[src/rtl/wb_timer_if.sv]
// Wishbone slave-side bus bundle for the wb_timer peripheral.
// Signal names keep the direction suffix as seen from the slave.
interface wb_timer_if;
    logic [31:0] wb_adr_i;
    logic [31:0] wb_dat_i;
    logic [31:0] wb_dat_o;
    logic [3:0]  wb_sel_i;
    logic        wb_stb_i;
    logic        wb_cyc_i;
    logic        wb_we_i;
    logic        wb_ack_o;

    modport slave (
        input  wb_adr_i, wb_dat_i, wb_sel_i, wb_stb_i, wb_cyc_i, wb_we_i,
        output wb_dat_o, wb_ack_o
    );

    modport master (
        output wb_adr_i, wb_dat_i, wb_sel_i, wb_stb_i, wb_cyc_i, wb_we_i,
        input  wb_dat_o, wb_ack_o
    );
endinterface

[src/rtl/wb_timer.sv]
// wb_timer: two up-counting timers sharing one prescaler, behind a
// Wishbone slave port. Each timer has compare match, optional auto-reload
// and a level interrupt (TRIG & IRQEN). Every bus access takes two cycles.
module wb_timer #(
    parameter int counter_width  = 32,
    parameter int prescale_width = 16
) (
    input  logic       clk,
    input  logic       rst,
    wb_timer_if.slave  wb,
    output logic [1:0] intr
);
    localparam int CW = counter_width;
    localparam int PW = prescale_width;

    localparam logic [2:0] ADR_PRE = 3'd6;

    // Byte-lane merge of write data into an existing register image.
    function automatic logic [31:0] lane_merge(input logic [31:0] old_v,
                                               input logic [31:0] new_v,
                                               input logic [3:0]  sel);
        logic [31:0] res;
        res = old_v;
        for (int b = 0; b < 4; b++) begin
            if (sel[b]) begin
                res[8*b +: 8] = new_v[8*b +: 8];
            end else begin
                res[8*b +: 8] = old_v[8*b +: 8];
            end
        end
        return res;
    endfunction

    // Zero-extend a counter/compare value to the bus width.
    function automatic logic [31:0] cnt_ext(input logic [CW-1:0] v);
        logic [31:0] res;
        res = 32'd0;
        res[CW-1:0] = v;
        return res;
    endfunction

    // Zero-extend the prescale value to the bus width.
    function automatic logic [31:0] pre_ext(input logic [PW-1:0] v);
        logic [31:0] res;
        res = 32'd0;
        res[PW-1:0] = v;
        return res;
    endfunction

    // Register-select codes of timer n: TCR, COMPARE, COUNTER.
    function automatic logic [2:0] tcr_adr(input int n);
        return (n == 0) ? 3'd0 : 3'd3;
    endfunction
    function automatic logic [2:0] cmp_adr(input int n);
        return (n == 0) ? 3'd1 : 3'd4;
    endfunction
    function automatic logic [2:0] cnt_adr(input int n);
        return (n == 0) ? 3'd2 : 3'd5;
    endfunction

    // State
    logic          ack_q, ack_d;
    logic [31:0]   dat_q, dat_d;
    logic [1:0]    en_q, en_d, ar_q, ar_d, irqen_q, irqen_d, trig_q, trig_d;
    logic [CW-1:0] cmp_q [2];
    logic [CW-1:0] cmp_d [2];
    logic [CW-1:0] cnt_q [2];
    logic [CW-1:0] cnt_d [2];
    logic [PW-1:0] pre_q, pre_d, pc_q, pc_d;

    // Combinational helpers
    logic          access_s, wr_s, tick_s, pre_wr_s;
    logic [2:0]    reg_sel_s;
    logic [1:0]    tcr_hit_s, cnt_wr_s, cmp_wr_s, match_s;
    logic [31:0]   cmp_wdata_s [2];
    logic [31:0]   cnt_wdata_s [2];
    logic [31:0]   pre_wdata_s;
    logic [31:0]   rd_s;
    logic          unused_s;

    // Undecoded address bits and merged bits above the register widths.
    assign unused_s = ^{wb.wb_adr_i[31:5], wb.wb_adr_i[1:0], pre_wdata_s,
                        cmp_wdata_s[0], cmp_wdata_s[1], cnt_wdata_s[0], cnt_wdata_s[1]};

    // Bus access decode and prescaler tick.
    always_comb begin
        access_s  = wb.wb_stb_i & wb.wb_cyc_i & ~ack_q;
        wr_s      = access_s & wb.wb_we_i;
        reg_sel_s = wb.wb_adr_i[4:2];
        pre_wr_s  = wr_s & (reg_sel_s == ADR_PRE);
        tick_s    = (pc_q == pre_q);
    end

    // Write data merged per byte lane with each target's current value.
    always_comb begin
        for (int n = 0; n < 2; n++) begin
            cmp_wdata_s[n] = lane_merge(cnt_ext(cmp_q[n]), wb.wb_dat_i, wb.wb_sel_i);
            cnt_wdata_s[n] = lane_merge(cnt_ext(cnt_q[n]), wb.wb_dat_i, wb.wb_sel_i);
        end
        pre_wdata_s = lane_merge(pre_ext(pre_q), wb.wb_dat_i, wb.wb_sel_i);
    end

    // Timer next state: bus writes take priority over tick-driven updates,
    // except a match still sets TRIG over a simultaneous write-1-to-clear.
    always_comb begin
        for (int n = 0; n < 2; n++) begin
            tcr_hit_s[n] = wr_s & (reg_sel_s == tcr_adr(n)) & wb.wb_sel_i[0];
            cmp_wr_s[n]  = wr_s & (reg_sel_s == cmp_adr(n));
            cnt_wr_s[n]  = wr_s & (reg_sel_s == cnt_adr(n));
            match_s[n]   = tick_s & en_q[n] & ~cnt_wr_s[n] & (cnt_q[n] == cmp_q[n]);

            if (cnt_wr_s[n]) begin
                cnt_d[n] = cnt_wdata_s[n][CW-1:0];
            end else if (tick_s & en_q[n]) begin
                if (match_s[n]) begin
                    cnt_d[n] = {CW{1'b0}};
                end else begin
                    cnt_d[n] = cnt_q[n] + {{(CW-1){1'b0}}, 1'b1};
                end
            end else begin
                cnt_d[n] = cnt_q[n];
            end

            if (cmp_wr_s[n]) begin
                cmp_d[n] = cmp_wdata_s[n][CW-1:0];
            end else begin
                cmp_d[n] = cmp_q[n];
            end

            if (tcr_hit_s[n]) begin
                en_d[n]    = wb.wb_dat_i[0];
                ar_d[n]    = wb.wb_dat_i[1];
                irqen_d[n] = wb.wb_dat_i[2];
            end else begin
                en_d[n]    = (match_s[n] & ~ar_q[n]) ? 1'b0 : en_q[n];
                ar_d[n]    = ar_q[n];
                irqen_d[n] = irqen_q[n];
            end

            if (match_s[n]) begin
                trig_d[n] = 1'b1;
            end else if (tcr_hit_s[n] & wb.wb_dat_i[3]) begin
                trig_d[n] = 1'b0;
            end else begin
                trig_d[n] = trig_q[n];
            end
        end
    end

    // Prescaler: counts 0..PRESCALE and restarts whenever PRESCALE is written.
    always_comb begin
        if (pre_wr_s) begin
            pre_d = pre_wdata_s[PW-1:0];
        end else begin
            pre_d = pre_q;
        end
        if (pre_wr_s | tick_s) begin
            pc_d = {PW{1'b0}};
        end else begin
            pc_d = pc_q + {{(PW-1){1'b0}}, 1'b1};
        end
    end

    // Read mux and handshake: data is presented only in the ack cycle.
    always_comb begin
        case (reg_sel_s)
            3'd0:    rd_s = {28'd0, trig_q[0], irqen_q[0], ar_q[0], en_q[0]};
            3'd1:    rd_s = cnt_ext(cmp_q[0]);
            3'd2:    rd_s = cnt_ext(cnt_q[0]);
            3'd3:    rd_s = {28'd0, trig_q[1], irqen_q[1], ar_q[1], en_q[1]};
            3'd4:    rd_s = cnt_ext(cmp_q[1]);
            3'd5:    rd_s = cnt_ext(cnt_q[1]);
            3'd6:    rd_s = pre_ext(pre_q);
            3'd7:    rd_s = 32'd0;
            default: rd_s = 32'd0;
        endcase
        ack_d = access_s;
        if (access_s & ~wb.wb_we_i) begin
            dat_d = rd_s;
        end else begin
            dat_d = 32'd0;
        end
    end

    // State register with synchronous reset.
    always_ff @(posedge clk) begin
        if (rst) begin
            ack_q   <= 1'b0;
            dat_q   <= 32'd0;
            en_q    <= 2'b00;
            ar_q    <= 2'b00;
            irqen_q <= 2'b00;
            trig_q  <= 2'b00;
            pre_q   <= {PW{1'b0}};
            pc_q    <= {PW{1'b0}};
            for (int n = 0; n < 2; n++) begin
                cmp_q[n] <= {CW{1'b0}};
                cnt_q[n] <= {CW{1'b0}};
            end
        end else begin
            ack_q   <= ack_d;
            dat_q   <= dat_d;
            en_q    <= en_d;
            ar_q    <= ar_d;
            irqen_q <= irqen_d;
            trig_q  <= trig_d;
            pre_q   <= pre_d;
            pc_q    <= pc_d;
            for (int n = 0; n < 2; n++) begin
                cmp_q[n] <= cmp_d[n];
                cnt_q[n] <= cnt_d[n];
            end
        end
    end

    assign wb.wb_ack_o = ack_q;
    assign wb.wb_dat_o = dat_q;
    // Level interrupt follows TRIG with no added delay.
    assign intr = trig_q & irqen_q;

endmodule

[src/flat_wrapper.sv]
// flat-port wrapper written by rule: the top's interface ports become plain ports
module wb_timer_flat 
#(
    parameter int counter_width  = 32,
    parameter int prescale_width = 16
)
  (clk, rst, intr, wb_wb_adr_i, wb_wb_dat_i, wb_wb_sel_i, wb_wb_stb_i, wb_wb_cyc_i, wb_wb_we_i, wb_wb_dat_o, wb_wb_ack_o);
  wb_timer_if wb_i ();
  input  logic clk;
  input  logic rst;
  output logic [1:0] intr;
  input wire logic [$bits(wb_i.wb_adr_i)-1:0] wb_wb_adr_i;
  input wire logic [$bits(wb_i.wb_dat_i)-1:0] wb_wb_dat_i;
  input wire logic [$bits(wb_i.wb_sel_i)-1:0] wb_wb_sel_i;
  input wire logic [$bits(wb_i.wb_stb_i)-1:0] wb_wb_stb_i;
  input wire logic [$bits(wb_i.wb_cyc_i)-1:0] wb_wb_cyc_i;
  input wire logic [$bits(wb_i.wb_we_i)-1:0] wb_wb_we_i;
  output wire logic [$bits(wb_i.wb_dat_o)-1:0] wb_wb_dat_o;
  output wire logic [$bits(wb_i.wb_ack_o)-1:0] wb_wb_ack_o;
  assign wb_i.wb_adr_i = wb_wb_adr_i;
  assign wb_i.wb_dat_i = wb_wb_dat_i;
  assign wb_i.wb_sel_i = wb_wb_sel_i;
  assign wb_i.wb_stb_i = wb_wb_stb_i;
  assign wb_i.wb_cyc_i = wb_wb_cyc_i;
  assign wb_i.wb_we_i = wb_wb_we_i;
  assign wb_wb_dat_o = wb_i.wb_dat_o;
  assign wb_wb_ack_o = wb_i.wb_ack_o;
  wb_timer #(.counter_width(counter_width), .prescale_width(prescale_width)) u_core (.clk(clk), .rst(rst), .wb(wb_i), .intr(intr));
endmodule
[config.mk]
export PLATFORM = sky130hd
export DESIGN_NAME = wb_timer_flat
export DESIGN_NICKNAME = d
export VERILOG_FILES = /design/src/rtl/wb_timer_if.sv /design/src/rtl/wb_timer.sv /design/src/flat_wrapper.sv
export SDC_FILE = /design/constraint.sdc
export NUM_CORES = 1
export LEC_CHECK = 0
export ABC_CLOCK_PERIOD_IN_PS = 3500
export BUFFER_PORTS_ARGS = -buffer_cell sky130_fd_sc_hd__buf_2
export CORE_MARGIN = 4
export CORE_UTILIZATION = 40
export CTS_CLUSTER_DIAMETER = 60
export DETAILED_ROUTE_END_ITERATION = 7
export HOLD_SLACK_MARGIN = 0.02
export PLACE_DENSITY_LB_ADDON = 0.15
export SLEW_MARGIN = 30
export SYNTH_ARGS = -nofsm -noshare
export SYNTH_HDL_FRONTEND = slang
export SYNTH_SLANG_ARGS = --single-unit
[constraint.sdc]
create_clock -name clk -period 3.5 [get_ports clk]
set_clock_uncertainty 0.1 [all_clocks]
set_input_delay 0.35 -clock clk [delete_from_list [all_inputs] [get_ports clk]]
set_output_delay 0.35 -clock clk [all_outputs]
set_load 0.02 [all_outputs]
==> results.md, run 1 <==
* Port bufs at 78
* Die width at 174 um
* Maxcap violations at 0
* WL/cell at 21.5 um
* RSZ-0062 raised after global routing: no
* Crit path cell chain: xor2_1 > nor4_1 > and4_1 > nand4_1 > buf_4 > a32oi_1 > o32ai_1
* Clk buf depth at 3
* Crit path kind: reg -> reg
* DRT iter0 DRCs at 1,044
* Vert. Die Dim at 174 um
* Placed Cells at 1,699
* Dominant cell type by area after synthesis: dfxtp_1
* Synth Area in Compound Gates at 21.9%
* Worst path depth at 7
* Register area share after synthesis at 36.5%
* Dpl ws at 0.694 ns
* Tcrit/Tclk final at 81.4%
* TNS Setup at 0 ns
* Syn_area_per_cell at 8.06 um2
* EDFF count, synth at 0
* Xor and xnor area share after synthesis at 7.31%
* Slew @ Worst Pin at 0.800 ns
* Synth Area in Simple Gates at 22.6%
* Slew margin rel. at 46.3%
* Reg2Reg Depth at 7
* Power Density at 429 nW/um2
* Hold Startpoint: wb_wb_dat_i[29]
* Capturing point of the worst reg2reg path: u_core.cnt_q[0][37]
* Reg2Reg Setup Slack at 0.65 ns
* Total power at 0.00538 W
* Pins Over Slew Limit at 0
* CTS tree: done
* Clock latency on the worst-skew pair at 0.52 ns
* Crit start category: register
* Hold Crit Endpoint: u_core.cmp_q[0][61]
* Ys async rst share at 0%
* Initial antenna violation count at 0
* Worst min-delay path class: in -> reg
* DR pass1 iterations at 5
* Initial Util at 40.8%
* GRT Total Usage at 23.6%
* Synth top cells by count: dfxtp_1, nand2_1, nor2_1, a21oi_1, clkbuf_1
* Synth cell types at 67
* Post-synthesis mux area share at 5.78%
* Dpl hpwl at 26,500 um
* Synth Area in Adders at 0.340%
* Net switching fraction of the power at 23.8%
* Area growth, synth to finish at 13.7%
* Max incr delay on CP at 0.69 ns
* Total gr overflow at 0
* F_max at 351 MHz
* Int Power at 0.00410 W
* Yosys reg bits at 201
* Hold depth at 3
* CP Data Required Time at 3.78 ns
* Util after Layout at 46.4%
* DR vias/cell at 6.09
* Drt drc at 0
* RePlAce Congestion at 0.857
* P_sw at 0.00128 W
* Yosys top cell area share at 36.5%
* Max IR drop VDD at 293 uV
* Final Setup Violations at 0
* Crit. End Element: register
* Mapped Cells at 1,368
* Largest net degree at the start of global routing at 130
* # diodes at 0
* Main flop type after synthesis: dfxtp_1
* Core area at 27,000 um2
* Crit-path max FO at 52
* ANT nets after route at 0
* Global-route wire length before repair at 57,800 um
* Mapped Area at 11,000 um2
* Critical path buffers and inverters at 1
* Via count at 10,600
* CTS sink count at 201
* Largest family of logic cells by synthesized area: simple AND/OR/NAND/NOR gates
* Reg2reg start: u_core.pre_q[2]
* Flop pwr share at 43.1%
* Clock transition at path regs at 0.06 ns
* H-tree levels at 1
* CTS buffer count at 25
* Crit-path leading delay family: simple AND/OR/NAND/NOR gates
* Resized Gates After CTS at 0
* Final Hold Vio Count at 0
* Mapped Nets at 1,444
* Synth top area cells: dfxtp_1, xnor2_1, a22oi_1, mux2i_1, a21oi_1
* Leakage at 4.38 nW
* DIE AREA at 30,300 um2
* Status: complete, no violations
* Ys Warns at 0
* Post-Route WL at 37,600 um
* Clock network fraction of total power at 51.4%
* Critical Path AT at 3.13 ns
* Vias in the first global route at 9,855
* Share of layout cells above drive strength 1 at 13.3%
* Min Tclk post-route at 2.85 ns
* Setup ws final at 0.650 ns
* Clock root buffer: clkbuf_16
* IO Pins at 108
* Top-count cell post-synth: dfxtp_1
* Nets@finish at 1,463
* Row Count at 60
* CP max-delay cell: and4_1
* Gate power share at 5.5%
* Non-Filler Instances at 1,745
==> through the flow <==
stage	cell area, um2	hold slack, ns
floorplan	11000	0.342
global placement	11600	0.368
detailed placement	11600	0.374
CTS	12500	0.0310
global route	12500	0.0455
finish	12500	0.0374
==> worst min-delay path, cell delays in order <==
cell and delay [ns]:
buf_2 0.14, nand3_1 0.07, a21oi_1 0.05
==> state kept, by name, indices dropped and copies added (netlist names) <==
signal	count
u_core.cnt_q	64
u_core.wb.wb_ack_o	1
u_core.ar_q	2
u_core.irqen_q	2
u_core.pre_q	16
u_core.cmp_q	64
u_core.wb.wb_dat_o	32
u_core.pc_q	16
u_core.en_q	2
u_core.trig_q	2
==> kinds of logic (layout without fill, tap and decap cells) <==
kind of cell             count (synthesis)  in the layout
XOR/XNOR                                92             92
flip-flops                             201            201
AND/OR/NAND/NOR                        506            506
multiplexers                            62             62
buffers and inverters                  156            192
AO/OA/AOI/OAI                          348            348
adder cells (fa/ha/maj)                  3              3
==> metal layers <==
layer,vias up,GRT usage [%],routed length [um]
li1,5071,-,-
met1,5136,33.3,17000
met2,351,38.4,17300
met3,62,2.63,2070
met4,0,6.80,1140
met5,-,0,0
==> how the worst max path moves through the flow <==
stage,from,to,slack [ns]
after CTS,u_core.pre_q[2],u_core.cnt_q[0][37],0.67
final,u_core.pre_q[2],u_core.cnt_q[0][37],0.65
after global routing,u_core.pc_q[2],u_core.cnt_q[0][37],0.46
after floorplan,u_core.cnt_q[0][32],u_core.cnt_q[0][62],1.30
after global placement,u_core.pre_q[2],u_core.cnt_q[0][37],0.71
after detailed placement,u_core.pre_q[2],u_core.cnt_q[0][37],0.69
==> area by class of cell <==
| class | instances | area (um2) |
|---|---|---|
| Multi-Input combinational cell | 1011 | 6390 |
| Clock inverter | 17 | 224 |
| Timing Repair Buffer | 110 | 676 |
| Clock buffer | 27 | 653 |
| Fill cell | 2695 | 14500 |
| Tap cell | 341 | 427 |
| Sequential cell | 201 | 4020 |
| Inverter | 38 | 143 |
==> what timing repair did <==
action / CTS / global route
endpoints found under the hold margin: 1 / 0
hold buffers: 2 / 0
buffers inserted: 0 / 0
==> cells in the final DEF, fill, tap and decap left out, drive strengths merged, types with 4 or more instances in the layout <==
cell type	instances
a31oi	33
o21ai	24
or3	8
dfxtp	201
o211ai	10
nor2	123
xor2	23
or2	8
clkinv	10
clkbuf	27
a21oi	95
a221oi	18
a311oi	4
a32oi	20
a22o	5
inv	39
o2111ai	4
and3	10
o31ai	5
buf	108
o22ai	5
nand2b	6
a22oi	76
mux2i	49
nor4	24
a211oi	8
and2	11
xnor2	69
bufinv	5
nor2b	12
nor3	31
nor3b	5
nand3	83
o32ai	28
nand4	47
mux2	13
nand2	124
==> power by group through the flow <==
stage	sequential (W)	clock, W	combinational [W]
final	0.00232	0.00277	0.000297
after global routing	0.00232	0.00290	0.000316
after CTS	0.00232	0.00281	0.000294
after detailed placement	0.00237	0	0.000291
after global placement	0.00237	0	0.000292
after floorplan	0.00236	0	0.000158
Note: power is estimated with default switching activity, not from simulation.
==> run 2: changes to the inputs <==
--- a/config.mk
+++ b/config.mk
@@ -5,7 +5,7 @@
 export SDC_FILE = /design/constraint.sdc
 export NUM_CORES = 1
 export LEC_CHECK = 0
-export ABC_CLOCK_PERIOD_IN_PS = 3500
+export ABC_CLOCK_PERIOD_IN_PS = 2600
 export BUFFER_PORTS_ARGS = -buffer_cell sky130_fd_sc_hd__buf_2
 export CORE_MARGIN = 4
 export CORE_UTILIZATION = 40
==> constraint.sdc (replaced) <==
create_clock -name clk -period 2.6 [get_ports clk]
set_clock_uncertainty 0.1 [all_clocks]
set_input_delay 0.26 -clock clk [delete_from_list [all_inputs] [get_ports clk]]
set_output_delay 0.26 -clock clk [all_outputs]
set_load 0.02 [all_outputs]
==> results.md, run 2 (synthesis gave the netlist of run 1 again) <==
* Reg2Reg Setup Slack at 0.11 ns
* DR vias/cell at 5.97
* Die width at 174 um
* Core area at 27,000 um2
* CP Launch Point: u_core.wb.wb_ack_o
* Clock transition at path regs at 0.06 ns
* Dpl hpwl at 27,600 um
* Crit path kind: reg -> reg
* Fin area at 13,300 um2
* Crit. End Element: register
* Power Density at 556 nW/um2
* Setup ws final at 0.106 ns
* Leakage at 4.78 nW
* F_max at 401 MHz
* DRT iter0 DRCs at 1,009
* CTS buffer count at 26
* CTS sink count at 201
* Slew @ Worst Pin at 0.805 ns
* Reg2Reg Depth at 6
* Maxcap violations at 0
* IO Pins at 108
* Placed cell area at 12,000 um2
* GRT Total Usage at 24.2%
* Util after Layout at 49.2%
* Initial antenna violation count at 0
* Status: complete, no violations
* Crit path cell chain: and4b_1 > nand2_1 > and2_1 > a22oi_2 > or2_0 > o32ai_1
* ANT nets after route at 0
* WL/cell at 21.0 um
* Area growth, synth to finish at 20.6%
* Total power at 0.00740 W
* TNS Setup at 0 ns
* Capturing point of the worst reg2reg path: u_core.cnt_q[0][10]
* Critical Path AT at 2.78 ns
* H-tree levels at 1
* # diodes at 0
* Crit start category: register
* DR pass1 iterations at 5
* Min Tclk post-route at 2.49 ns
* Nets@finish at 1,543
* Worst min-delay path class: in -> reg
* Hold Startpoint: wb_wb_sel_i[2]
* Commonest non-fill, non-tap cell in the layout: dfxtp_1
* Hold depth at 3
* Reg2reg start: u_core.wb.wb_ack_o
* Slew margin rel. at 46.3%
* CP max-delay cell: and4b_1
* Max incr delay on CP at 0.47 ns
* Drt drc at 0
* Crit-path max FO at 10
* Clk buf depth at 3
* Global-route wire length before repair at 59,600 um
* Vert. Die Dim at 174 um
* Vias in the first global route at 10,500
* Setup Fix Bufs, Post-CTS at 0
* Total gr overflow at 0
* Final Hold Vio Count at 0
* Max IR drop VDD at 529 uV
* Largest net degree at the start of global routing at 96
* Row Count at 60
* Dpl ws at 0.149 ns
* Commonest non-fill, non-tap cells in the layout: dfxtp_1, nand2_1, nor2_1, a21oi_1, nand3_1
* Post-Route WL at 38,500 um
* Initial Util at 40.8%
* Clock root buffer: clkbuf_16
* DIE AREA at 30,300 um2
* Port bufs at 78
* RePlAce Congestion at 0.886
* CP Data Required Time at 2.88 ns
* Fillers at 2,645
* Pins Over Slew Limit at 0
* RSZ-0062 raised after global routing: no
* Tcrit/Tclk final at 95.9%
* Via count at 10,900
* CTS tree: done
* Clock latency on the worst-skew pair at 0.53 ns
* Share of layout cells above drive strength 1 at 16.1%
* Hold Crit Endpoint: u_core.cmp_q[0][53]
* Final Setup Violations at 0
run 2: changes by cell type in the layout (fill, tap and decap cells not counted), moves of 2 or more:
cell and delta:
clkinv_2 -3, buf_4 +45, clkbuf_16 +2, clkinvlp_4 +5
buf_12 +2, dlygate4sd3_1 +32
run 2: worst max-delay path: cells and delay by family, from the launching register on:
kind | cells | cell delay, ns
simple gates | 4 | 1.32
compound gates | 2 | 0.59
flops | 1 | 0.33
run 2: metal layers:
metal	part of all wire [%]	GRT usage, %	up-vias
met4	2.8	6.96	0
met5	0	0	-
met2	47	40.6	350
li1	-	-	5240
met3	5.0	2.72	65
met1	45	33.1	5260
run 2: repair_timing:
action                                 CTS  global route
gates resized for setup                  0             2
endpoints found under the hold margin   81             0
setup endpoints to repair                0             8
hold buffers                            34             0
run 2: area by class of cell:
class,count,area [um2],share of cell area (%)
multi-input cells,1011,6400,48.2
flip-flops and latches,201,4020,30.3
repair buffers,189,1370,10.3
clock buffers,28,689,5.18
well taps,341,427,3.21
clock inverters,20,236,1.78
inverters,38,143,1.07
run 2: worst max path at each step:
| stage | endpoint | slack, ns | cells past startpoint |
|---|---|---|---|
| after detailed placement | u_core.cnt_q[0][10] | 0.15 | 6 |
| after floorplan | u_core.cnt_q[0][62] | 0.40 | 8 |
| after global routing | u_core.cnt_q[0][16] | 0.009 | 6 |
| final | u_core.cnt_q[0][10] | 0.11 | 6 |
| after CTS | u_core.cnt_q[0][10] | 0.14 | 6 |
| after global placement | u_core.cnt_q[0][11] | 0.21 | 6 |
run 2: power breakdown:
group,internal (W),switching [W]
Sequential,0.00309,0.0000180
Combinational,0.000158,0.000304
Clock,0.00234,0.00148
Total,0.00559,0.00180
run 2: stage by stage:
step,std cells,hold WS [ns]
after floorplan,1368,0.293
after global placement,1746,0.367
after detailed placement,1746,0.374
after CTS,1828,0.0397
after global routing,1828,0.0510
final,1828,0.0681
==> run 3: changes to the inputs <==
--- a/config.mk
+++ b/config.mk
@@ -5,7 +5,7 @@
 export SDC_FILE = /design/constraint.sdc
 export NUM_CORES = 1
 export LEC_CHECK = 0
-export ABC_CLOCK_PERIOD_IN_PS = 2600
+export ABC_CLOCK_PERIOD_IN_PS = 2200
 export BUFFER_PORTS_ARGS = -buffer_cell sky130_fd_sc_hd__buf_2
 export CORE_MARGIN = 4
 export CORE_UTILIZATION = 40
==> constraint.sdc (replaced) <==
create_clock -name clk -period 2.2 [get_ports clk]
set_clock_uncertainty 0.1 [all_clocks]
set_input_delay 0.22 -clock clk [delete_from_list [all_inputs] [get_ports clk]]
set_output_delay 0.22 -clock clk [all_outputs]
set_load 0.02 [all_outputs]
==> results.md, run 3 (synthesis gave the netlist of run 1 again) <==
* Final Hold Vio Count at 0
* Final Setup Violations at 42
* Vert. Die Dim at 174 um
* Power Density at 580 nW/um2
* Tcrit/Tclk final at 106%
* Total power at 0.00881 W
* Fin area at 15,200 um2
* IO Pins at 108
* H-tree levels at 1
* Commonest non-fill, non-tap cells in the layout: dfxtp_1, buf_4, nor2_1, nand2_1, a21oi_1
* Nets@finish at 1,697
* RePlAce Congestion at 0.898
* Status: finished with violations
* Crit-path leading delay family: simple AND/OR/NAND/NOR gates
* Leakage at 5.71 nW
* CP Data Required Time at 2.49 ns
* TNS Setup at -2.36 ns
* Clock latency on the worst-skew pair at 0.54 ns
* DRT iter0 DRCs at 1,169
* Clock root buffer: clkbuf_16
* WL/cell at 21.7 um
* Via count at 11,900
* # diodes at 0
* Setup ws final at -0.131 ns
* Dpl hpwl at 29,500 um
* Slew @ Worst Pin at 0.623 ns
* Clock network fraction of total power at 50.6%
* P_sw at 0.00226 W
* Pins Over Slew Limit at 0
* Failing checks: setup timing
* DR pass1 iterations at 5
* F_max at 429 MHz
* Worst min-delay path class: in -> reg
* Reg2Reg Setup Slack at -0.13 ns
* Crit path kind: reg -> reg
* Non-Filler Instances at 1,983
* Critical path buffers and inverters at 3
* CTS tree: done
* Max incr delay on CP at 0.39 ns
* Gate power share at 7.7%
* Crit start category: register
* Max IR drop VDD at 555 uV
* Reg2reg start: u_core.pre_q[14]
* CP Launch Point: u_core.pre_q[14]
* Worst path depth at 9
* CP max-delay cell: nor4_2
* Vias in the first global route at 11,200
* Clock transition at path regs at 0.06 ns
* Slew margin rel. at 58.5%
* Placed Cells at 1,870
* DIE AREA at 30,300 um2
* Reg2Reg Depth at 9
* Critical Path AT at 2.62 ns
* Initial antenna violation count at 0
* Share of layout cells above drive strength 1 at 27.8%
* Maxcap violations at 0
* Die width at 174 um
* RSZ-0062 raised after global routing: yes
* CTS sink count at 201
* Commonest non-fill, non-tap cell in the layout: dfxtp_1
* Global-route wire length before repair at 63,900 um
* Initial Util at 40.8%
* Flop pwr share at 41.7%
* Int Power at 0.00655 W
* Port bufs at 78
* GRT Total Usage at 26.2%
* Largest net degree at the start of global routing at 77
* Total gr overflow at 0
* Net switching fraction of the power at 25.6%
* Crit path cell chain: xor2_1 > nor4_2 > and4_4 > buf_12 > nand4_1 > buf_6 > clkbuf_16 > a31oi_1 > o32ai_1
* ANT nets after route at 0
* Crit-path max FO at 8
* DR vias/cell at 6.01
* Core area at 27,000 um2
* Crit. End Element: register
* Worst setup path end: u_core.cnt_q[0][3]
* Clk buf depth at 3
* Post-Route WL at 43,000 um
* Area growth, synth to finish at 37.6%
* Capturing point of the worst reg2reg path: u_core.cnt_q[0][3]
* Placed cell area at 13,000 um2
* Row Count at 60
* Drt drc at 0
* CTS buffer count at 27
* Min Tclk post-route at 2.33 ns
-- run 3: worst min-delay path, stage by stage --
cell and delay [ns]:
buf_4 0.13, nor4_1 0.06, buf_4 0.14, o21ai_0 0.06
nor2_1 0.04
-- run 3: per-stage QoR --
step,setup WS (ns),hold slack (ns),utilization (%)
2_1_floorplan,0.00170,0.253,-
3_3_place_gp,-0.160,0.361,48.1
3_5_place_dp,-0.183,0.366,48.1
4_1_cts,-0.0592,0.0684,53.7
5_1_grt,-0.197,0.0898,56.1
6_report,-0.131,0.0587,56.1
-- run 3: how the worst min path moves through the flow --
stage / startpoint / endpoint / depth (start not counted)
finish: rst / u_core.wb.wb_dat_o[2] / 5
detailed placement: u_core.trig_q[0] / u_core.trig_q[0] / 2
CTS: rst / u_core.wb.wb_dat_o[3] / 5
global placement: u_core.trig_q[0] / u_core.trig_q[0] / 2
global route: rst / u_core.wb.wb_dat_o[3] / 5
floorplan: wb_wb_dat_i[0] / u_core.en_q[1] / 2
-- run 3: what timing repair did --
action | CTS | global route
hold endpoints to repair | 116 | 0
pin swaps | 12 | 27
setup buffers | 4 | 4
hold buffers | 46 | 0
endpoints found under the setup margin | 66 | 73
gates resized for setup | 22 | 84
cloned | 2 | 7
-- run 3: routing by layer --
layer  wire length (um)  track usage (%)  vias up
met3               3110             3.72      125
met1              18400             35.1     5688
met2              19600             42.7      528
met4               1990             10.5        0
met5                  0                0        -
li1                   -                -     5568
-- run 3: final cells by class --
type                       count  area, um2
fill                        2524      11900
multi-input combinational   1011       6900
sequential                   201       4030
timing repair buffer         342       2770
clock buffer                  33        728
tap                          341        427
clock inverter                17        179
inverter                      38        143
-- run 3: power by group through the flow --
stage | sequential (W) | clock (W) | combinational, W
6_report | 0.00367 | 0.00446 | 0.000677
5_1_grt | 0.00367 | 0.00464 | 0.000709
4_1_cts | 0.00367 | 0.00449 | 0.000633
3_5_place_dp | 0.00375 | 0 | 0.000561
3_3_place_gp | 0.00375 | 0 | 0.000559
2_1_floorplan | 0.00375 | 0 | 0.000252
